## src/rtl/apb_mon_pkg.sv

```systemverilog
// Shared types and constants for the APB protocol monitor: phase encoding,
// violation codes and the priority encoder that picks the reported code.
package apb_mon_pkg;

    typedef enum logic [1:0] {
        ST_IDLE   = 2'd0,
        ST_SETUP  = 2'd1,
        ST_ACCESS = 2'd2
    } mon_state_e;

    localparam int NUM_ERR = 5;

    localparam logic [2:0] ERR_EN_NO_SETUP = 3'd1;
    localparam logic [2:0] ERR_NO_ACCESS   = 3'd2;
    localparam logic [2:0] ERR_UNSTABLE    = 3'd3;
    localparam logic [2:0] ERR_ABORT       = 3'd4;
    localparam logic [2:0] ERR_TIMEOUT     = 3'd5;

    // Bit n-1 of a violation vector stands for error code n.
    typedef logic [NUM_ERR-1:0] err_vec_t;

    function automatic logic [2:0] lowest_code(input err_vec_t v);
        lowest_code = 3'd0;
        for (int i = NUM_ERR - 1; i >= 0; i--) begin
            if (v[i]) lowest_code = 3'(i + 1);
        end
    endfunction

endpackage

```

## src/rtl/apb_mon_sat_cnt.sv

```systemverilog
// Saturating up-counter with synchronous clear; clear takes priority over
// increment so a coinciding event is dropped.
module apb_mon_sat_cnt #(
    parameter int CNT_W = 16
) (
    input  logic             clk,
    input  logic             resetn,
    input  logic             clr,
    input  logic             inc,
    output logic [CNT_W-1:0] cnt
);

    always_ff @(posedge clk or negedge resetn) begin
        if (!resetn) begin
            cnt <= '0;
        end else if (clr) begin
            cnt <= '0;
        end else if (inc && (cnt != '1)) begin
            cnt <= cnt + 1'b1;
        end
    end

endmodule

```

## src/rtl/apb_protocol_monitor.sv

```systemverilog
// Passive APB checker: tracks the bus phase, flags ordering, stability, abort
// and wait-state timeout violations, and counts completed transfers.
module apb_protocol_monitor
    import apb_mon_pkg::*;
#(
    parameter int ADDR_W   = 12,
    parameter int DATA_W   = 32,
    parameter int MAX_WAIT = 16,
    parameter int CNT_W    = 16
) (
    input  logic              clk,
    input  logic              resetn,
    input  logic              psel,
    input  logic              penable,
    input  logic              pwrite,
    input  logic [ADDR_W-1:0] paddr,
    input  logic [DATA_W-1:0] pwdata,
    input  logic              pready,
    input  logic              pslverr,
    input  logic              clr,
    output logic              err_pulse,
    output logic [2:0]        err_code,
    output logic [4:0]        err_sticky,
    output logic [CNT_W-1:0]  wr_cnt,
    output logic [CNT_W-1:0]  rd_cnt,
    output logic [CNT_W-1:0]  slverr_cnt,
    output logic [1:0]        mon_state
);

    localparam logic [7:0] WAIT_LIMIT = 8'(MAX_WAIT);

    mon_state_e        state, state_nxt;
    logic [ADDR_W-1:0] cap_addr;
    logic              cap_write;
    logic [DATA_W-1:0] cap_wdata;
    logic [7:0]        wait_cnt, wait_nxt;
    logic              capture;
    logic              unstable;
    logic              wr_inc, rd_inc, slverr_inc;
    err_vec_t          viol;

    assign unstable = (paddr != cap_addr) || (pwrite != cap_write)
                   || (cap_write && (pwdata != cap_wdata));

    // NOTE: every signal driven here gets a default before the case, otherwise
    // a path that skips an assignment would infer a latch.
    always_comb begin
        state_nxt  = state;
        wait_nxt   = wait_cnt;
        capture    = 1'b0;
        wr_inc     = 1'b0;
        rd_inc     = 1'b0;
        slverr_inc = 1'b0;
        viol       = '0;
        case (state)
            ST_IDLE: begin
                if (penable) begin
                    viol[ERR_EN_NO_SETUP-1] = 1'b1;
                end else if (psel) begin
                    state_nxt = ST_SETUP;
                    capture   = 1'b1;
                end
            end
            ST_SETUP: begin
                if (psel && penable) begin
                    state_nxt            = ST_ACCESS;
                    viol[ERR_UNSTABLE-1] = unstable;
                    wait_nxt             = 8'd0;
                end else begin
                    viol[ERR_NO_ACCESS-1] = 1'b1;
                    if (psel) capture   = 1'b1;
                    else      state_nxt = ST_IDLE;
                end
            end
            ST_ACCESS: begin
                viol[ERR_UNSTABLE-1] = unstable;
                if (psel && penable) begin
                    if (pready) begin
                        state_nxt  = ST_IDLE;
                        wr_inc     = cap_write;
                        rd_inc     = !cap_write;
                        slverr_inc = pslverr;
                    end else if (wait_cnt < WAIT_LIMIT) begin
                        // Saturation makes the timeout fire only once per transfer.
                        wait_nxt            = wait_cnt + 8'd1;
                        viol[ERR_TIMEOUT-1] = (wait_nxt == WAIT_LIMIT);
                    end
                end else begin
                    viol[ERR_ABORT-1] = 1'b1;
                    state_nxt         = ST_IDLE;
                end
            end
            default: state_nxt = ST_IDLE;
        endcase
    end

    // NOTE: state is updated with non-blocking assignments so every process
    // sampling it on this edge sees the pre-edge value.
    always_ff @(posedge clk or negedge resetn) begin
        if (!resetn) begin
            state    <= ST_IDLE;
            wait_cnt <= 8'd0;
        end else begin
            state    <= state_nxt;
            wait_cnt <= wait_nxt;
        end
    end

    always_ff @(posedge clk or negedge resetn) begin
        if (!resetn) begin
            cap_addr  <= '0;
            cap_write <= 1'b0;
            cap_wdata <= '0;
        end else if (capture) begin
            cap_addr  <= paddr;
            cap_write <= pwrite;
            cap_wdata <= pwdata;
        end
    end

    // The pulse and code still report when clr wipes the sticky flags.
    always_ff @(posedge clk or negedge resetn) begin
        if (!resetn) begin
            err_pulse  <= 1'b0;
            err_code   <= 3'd0;
            err_sticky <= '0;
        end else begin
            err_pulse  <= |viol;
            err_code   <= lowest_code(viol);
            err_sticky <= clr ? '0 : (err_sticky | viol);
        end
    end

    apb_mon_sat_cnt #(.CNT_W(CNT_W)) u_wr_cnt (
        .clk    (clk),
        .resetn (resetn),
        .clr    (clr),
        .inc    (wr_inc),
        .cnt    (wr_cnt)
    );

    apb_mon_sat_cnt #(.CNT_W(CNT_W)) u_rd_cnt (
        .clk    (clk),
        .resetn (resetn),
        .clr    (clr),
        .inc    (rd_inc),
        .cnt    (rd_cnt)
    );

    apb_mon_sat_cnt #(.CNT_W(CNT_W)) u_slverr_cnt (
        .clk    (clk),
        .resetn (resetn),
        .clr    (clr),
        .inc    (slverr_inc),
        .cnt    (slverr_cnt)
    );

    assign mon_state = state;

endmodule
```

## config.mk

```make
export PLATFORM = sky130hd
export DESIGN_NAME = apb_protocol_monitor
export DESIGN_NICKNAME = d
export VERILOG_FILES = /design/src/rtl/apb_mon_pkg.sv /design/src/rtl/apb_mon_sat_cnt.sv /design/src/rtl/apb_protocol_monitor.sv
export SDC_FILE = /design/constraint.sdc
export NUM_CORES = 1
export LEC_CHECK = 0
export ABC_AREA = 1
export BUFFER_PORTS_ARGS = -buffer_cell sky130_fd_sc_hd__clkbuf_2
export CORE_ASPECT_RATIO = 1.1
export CORE_UTILIZATION = 45
export CTS_BUF_LIST = sky130_fd_sc_hd__clkbuf_8 sky130_fd_sc_hd__clkbuf_16
export CTS_CLUSTER_DIAMETER = 50
export DETAILED_ROUTE_END_ITERATION = 10
export GPL_ROUTABILITY_DRIVEN = 0
export GPL_TIMING_DRIVEN = 0
export HOLD_SLACK_MARGIN = 0.12
export PLACE_DENSITY = 0.71
export SKIP_LAST_GASP = 1
export SLEW_MARGIN = 5
export SYNTH_ARGS = -nofsm -noshare
export SYNTH_HDL_FRONTEND = slang
export SYNTH_SLANG_ARGS = --single-unit
```

## constraint.sdc

```tcl
create_clock -name clk -period 1.82 [get_ports clk]
set_input_delay 0.364 -clock clk [delete_from_list [all_inputs] [get_ports clk]]
set_output_delay 0.364 -clock clk [all_outputs]
set_load 0.05 [all_outputs]
```

== Word level (Yosys, flattened, before mapping) ==
Index checks and enable logic that the tools add are counted.
Widths: inputs -> output; s select.

* $add $sub $neg: 4
* Mux-type cells: 47
* Magnitude comparators: 1
* Reduce and logical (&&, ||, !) cells: 16
* Bitwise gates (word level): 1
* Eq/ne operators: 17

{| class="wikitable"
|+ Operators by type and width
! cell !! number
|-
| $mux 16 || 6
|-
| $add 16x1->16 const B || 3
|-
| $ne 16x16->1 const B || 3
|-
| $mux 8 || 4
|-
| $ne 32x32->1 || 1
|-
| $mux 1 || 20
|-
| $pmux 8 s2 || 1
|-
| $mux 3 || 5
|-
| $mux 2 || 7
|-
| $ne 12x12->1 || 1
|-
| $ne 2x2->1 const B || 6
|-
| $add 8x1->8 const B || 1
|-
| $eq 8x5->1 const B || 1
|-
| $lt 8x5->1 const B || 1
|-
| $reduce_bool 2->1 || 4
|-
| $ne 3x3->1 const B || 2
|-
| $pmux 2 s3 || 1
|-
| $logic_and 1x1->1 || 5
|-
| $mux 5 || 1
|-
| $or 5x5->5 || 1
|-
| $reduce_and 5->1 || 1
|-
| $reduce_or 5->1 || 1
|-
| $pmux 1 s2 || 2
|-
| $reduce_and 4->1 || 1
|-
| 6 further kinds || 7
|}

* Output and inout bits: 59
* Flip-flop bits (word level): 112
* Logic and storage cells: 97
* Input bits: 52

== Logic depth before layout (Yosys ltp) ==
* Word-level depth: 11
* Depth in mapped cells: 13
* Depth with buffers taken out: 13

== Hierarchy ==
A second synthesis with hierarchy kept.

* Cell total of the unflattened synthesis: 779
* Area, all modules: 6,354.8 sq um

{| class="wikitable"
|+ By module, submodules not included
! module !! area an instance (sq um) !! cells an instance !! instances !! sequential area each (sq um)
|-
| apb_protocol_monitor || 3,243.1 || 347 || 1 || 1,601.5
|-
| apb_mon_sat_cnt || 1,037.2 || 144 || 3 || 400.4
|}

== Worst setup path before layout ==
No wires, ideal clock.

* Path type: register to register
* Start point: register u_rd_cnt.cnt[0]
* End point: register u_rd_cnt.cnt[8]
* Path buffers: 1
* Arrival: 1.838 ns
* Library setup time: 0.127 ns
* Required time: 1.693 ns
* Cell stages (with the launch flop): 12
* Slack: -0.145 ns
* Period minus slack after synthesis: 1.965 ns
* Cells stage by stage: dfrtp_1 > ha_1 > nand3_1 > nor2_2 > nand3_1 > nand2_2 > buf_6 > inv_4 > nand2_2 > nor2_1 > a21oi_1 > a21oi_1

* Cells in the longest elaborated chain, start to end: 3
* Elaborated cells on any way between the ends: 6
* Those cells by class: add/sub (1); eq/ne (1); mux (2); reduce/logical (2)

{| class="wikitable"
|+ RTL lines
! what !! line !! text
|-
| start: declaration || apb_mon_sat_cnt.sv:10 || <nowiki>output logic [CNT_W-1:0] cnt</nowiki>
|-
| start signal: assignment || apb_mon_sat_cnt.sv:19 || <nowiki>cnt <= cnt + 1'b1;</nowiki>
|-
| $add 16x1->16 / $ne 16x16->1 (equally long branches) || apb_mon_sat_cnt.sv:19, apb_mon_sat_cnt.sv:18 ||
|-
| $mux 16 / $logic_and 1x1->1 (equally long branches) || apb_mon_sat_cnt.sv:18 || <nowiki>end else if (inc && (cnt != '1)) begin</nowiki>
|-
| $mux 16 / $reduce_bool 2->1 (equally long branches) || - ||
|}

Parallel ways exist; a longest one is shown, timed or not. The select of a mux whose other input is x is not followed.
A chain may end at the register's enable or synchronous reset.

== Worst setup path after layout ==
* Start point: register u_rd_cnt.cnt[0]
* End point: register u_rd_cnt.cnt[12]

Same word-level chain as after synthesis.

==> qor.yml <==
outcome:
  outcome: "finished with violations"
  violations: "design-rule violations"
synth:
  syn-instance-count: 691
  synth_most_common_cell: "nand2_1"
  synth_simple_gate_area_share_pct: 22.6
  synth-xor-area-share_pct: 5.66
  synth-edff-count: 0
  netlist_area_sq_um: 5880
  synthTopCellsByCount: "nand2_1 (134), dfrtp_1 (112), inv_1 (89)"
  synth_adder_area_share_pct: 1.70
  ys_seq_area_share_pct: 47.7
  synth.avg_cell_area_sq_um: 8.51
  yosys.area.top_type: "dfrtp_1"
  async_reset_ff_share_pct: 100
  netlist.area_leader.share_pct: 47.7
  ys_types: 39
  synth_top_family_by_area: "simple AND/OR/NAND/NOR gates"
  ys_ff_latch: 112
  synth_mux_area_share_pct: 5.55
  synth.net_count: 751
  synth_area_leaders: "dfrtp_1 (48%), nand2_1 (8.6%), inv_1 (5.7%)"
  ys_warn_count: 0
  synth_flop_cell: "dfrtp_1"
  synth_compound_area_share_pct: 9.55
routing:
  drc: 22
  drtAntennaViolNets: 0
  detail_route.wl_per_cell_um: 12.8
  routed_wl_mm: 12.5
  vias: 4853
  viasPerCell: 4.95
  dr.pass1.iters: 8
  drt_iter0_drc: 302
hold_path:
  hold_depth: 3
  hp-class: "in -> reg"
timing:
  whs_ns: 0.250
  hold_violations: 0
  max-slew-margin-rel_pct: 63.6
  fmax_ghz: 0.576
  setup_viol: 0
  fin_crit_sh_pct: 95.4
  rsz0062_at_grt: "true"
  fin_crit_ns: 1.74
  drv_slew: 0
  worst_pin_slew_ns: 0.546
  clock_skew_ns: 0.00838
cts:
  clock-sinks: 112
  numCtsBuffers: 9
  cts-root-buf: "clkbuf_16"
  cts_tree: "built"
  htree_num_levels: 3
  clock_latency_ns: 0.36
  clkTransAtPathRegs_ns: 0.07
  clockBufferDepth: 2
placed_design:
  place_inst: 959
  io_buffers: 110
  dpl_cell_area_sq_um: 6670
  hpwlAfterDp_mm: 9.29
worst_setup_path:
  max_stage_delay_ns: 0.44
  worstPathRequired_ns: 2.06
  slowest_stage: "dfrtp_2"
  cp.arrival_ns: 1.98
  cp_max_fo: 10
  crit_type: "reg -> reg"
  worst_setup_path_end_kind: "flop"
  critical_path.cell_chain: "ha_1, nand3_2, nor2_4, nand3_1, nand2_2, buf_6, inv_4, nand3_2, nor2_2, nand2_1, nand2_1, nor2_2"
  rr_worst_depth: 12
  worst-path-buf-inv: 2
  cp.depth: 12
  crit_family: "simple AND/OR/NAND/NOR gates"
  critical_path.startpoint_type: "flop"
pwr:
  leakage_uw: 0.00332
  ir_drop_v: 0.000718
  powerDensity_nw_per_um2: 1120
grt:
  grt_max_degree: 106
  grt_pass1_vias: 4556
  grt-ovfl-total: 0
  grt_usage_pct: 19.7
  grt_pass1_wl_mm: 21.1
  grt_antenna_before_repair: 0
finish:
  drive_gt1_share_pct: 25.6
  syn2layout_area_growth_pct: 20.0
  stdcell_count: 980
  n_fill_cell: 1206
  nets: 878
  antenna_cells: 0
  fin_area_sq_um: 7060
die:
  coreArea_sq_um: 12700
  die_w_um: 111
  die_h_um: 122
  initial_core_util_pct: 46.3
  rows: 43
  io_pins: 111
  die-area_sq_um: 13500
run:
  drv_cap: 0
-- worst paths after layout --
path                                  from  slack, ns                to
setup / recovery           u_rd_cnt.cnt[0]       0.08  u_rd_cnt.cnt[12]
hold / removal                    paddr[8]       0.25       cap_addr[8]
setup reg to reg           u_rd_cnt.cnt[0]       0.08  u_rd_cnt.cnt[12]
hold reg to reg                wait_cnt[5]       0.50       wait_cnt[5]
max in group asynchronous           resetn       0.68      mon_state[1]
min in group asynchronous           resetn       0.40   u_rd_cnt.cnt[7]
-- sequential cells by signal, indices dropped and copies added, names as in the netlist --
signal / count
cap_wdata: 32
u_rd_cnt.cnt: 16
u_slverr_cnt.cnt: 16
u_wr_cnt.cnt: 16
cap_addr: 12
wait_cnt: 8
err_sticky: 5
err_code: 3
mon_state: 2
cap_write: 1
err_pulse: 1
-- power breakdown --
part	leakage [uW]	internal (uW)	switching, uW
registers	0.00145	3140	396
logic	0.00171	1070	1360
clock network	0.000152	1090	874
-- cell families after synthesis --
| logic type | after synthesis |
|---|---|
| buffers and inverters | 106 |
| multiplexers | 29 |
| flip-flops | 112 |
| XOR/XNOR | 38 |
| adder cells (fa/ha/maj) | 8 |
| AND/OR/NAND/NOR | 294 |
| AO/OA/AOI/OAI | 104 |
-- routing by layer --
layer,part of all wire (%),vias to the layer above,global-route usage (%)
met3,6.4,18,4.88
met4,2.2,0,9.33
met1,44,2234,23.5
li1,-,2477,-
met5,0,-,0
met2,48,124,33.7
-- layout make-up --
cell class / count / area, sq um / share of cell area, %
clock inverter: 6 / 53.8 / 0.763
buffer: 14 / 86.3 / 1.22
clock buffer: 10 / 239 / 3.39
multi-input combinational: 473 / 2690 / 38.2
sequential: 112 / 2810 / 39.9
inverter: 92 / 348 / 4.93
tap: 157 / 196 / 2.78
timing repair buffer: 116 / 627 / 8.88
-- stage by stage --
step,total power [uW],worst slack (ns),setup TNS (ns),util [%]
floorplan,5390,0.00754,0,-
global placement,5910,-1.54,-146.63,52.3
detailed placement,5990,-0.0218,-0.0241,52.6
CTS,7980,0.00223,0,55.0
global route,8490,-0.0416,-0.109,55.6
finish,7930,0.0833,0,55.6
-- timing repair --
action | CTS | global route
setup endpoints to repair | 4 | 79
pin swaps | 0 | 2
endpoints found under the hold margin | 7 | 0
setup buffers | 0 | 3
cloned | 0 | 1
gates resized for setup | 1 | 16
hold buffers | 1 | 0
-- worst register-to-register path: stages, from the launching register on --
cell and delay, ns:
dfrtp_2 0.44, ha_1 0.23, nand3_2 0.11, nor2_4 0.05, nand3_1 0.11, nand2_2 0.08, buf_6 0.15, inv_4 0.07
nand3_2 0.09, nor2_2 0.11, nand2_1 0.06, nand2_1 0.07, nor2_2 0.03
-- cell usage in the layout (no fill, tap or decap), types with 4 or more instances in the layout --
| cell type | synthesis | routed |
|---|---|---|
| clkbuf_2 | 0 | 110 |
| a21oi_1 | 26 | 26 |
| clkbuf_16 | 0 | 9 |
| inv_1 | 89 | 91 |
| xor2_1 | 12 | 12 |
| ha_1 | 8 | 6 |
| o21ai_0 | 53 | 52 |
| nand3_1 | 27 | 26 |
| xnor2_1 | 26 | 26 |
| clkbuf_1 | 6 | 5 |
| mux2_2 | 29 | 29 |
| nand4_1 | 10 | 10 |
| buf_4 | 0 | 4 |
| a31oi_1 | 4 | 4 |
| clkbuf_4 | 1 | 4 |
| nor3_2 | 3 | 4 |
| nor3_1 | 23 | 22 |
| nor2_4 | 5 | 7 |
| o21ai_1 | 8 | 9 |
| dfrtp_1 | 112 | 104 |
| dfrtp_2 | 0 | 8 |
| nand2_2 | 6 | 7 |
| nor2_2 | 6 | 5 |
| nor2_1 | 72 | 71 |
| nand2_1 | 134 | 133 |
| a211oi_1 | 4 | 4 |
No activity file was read; power rests on OpenSTA's default activity.
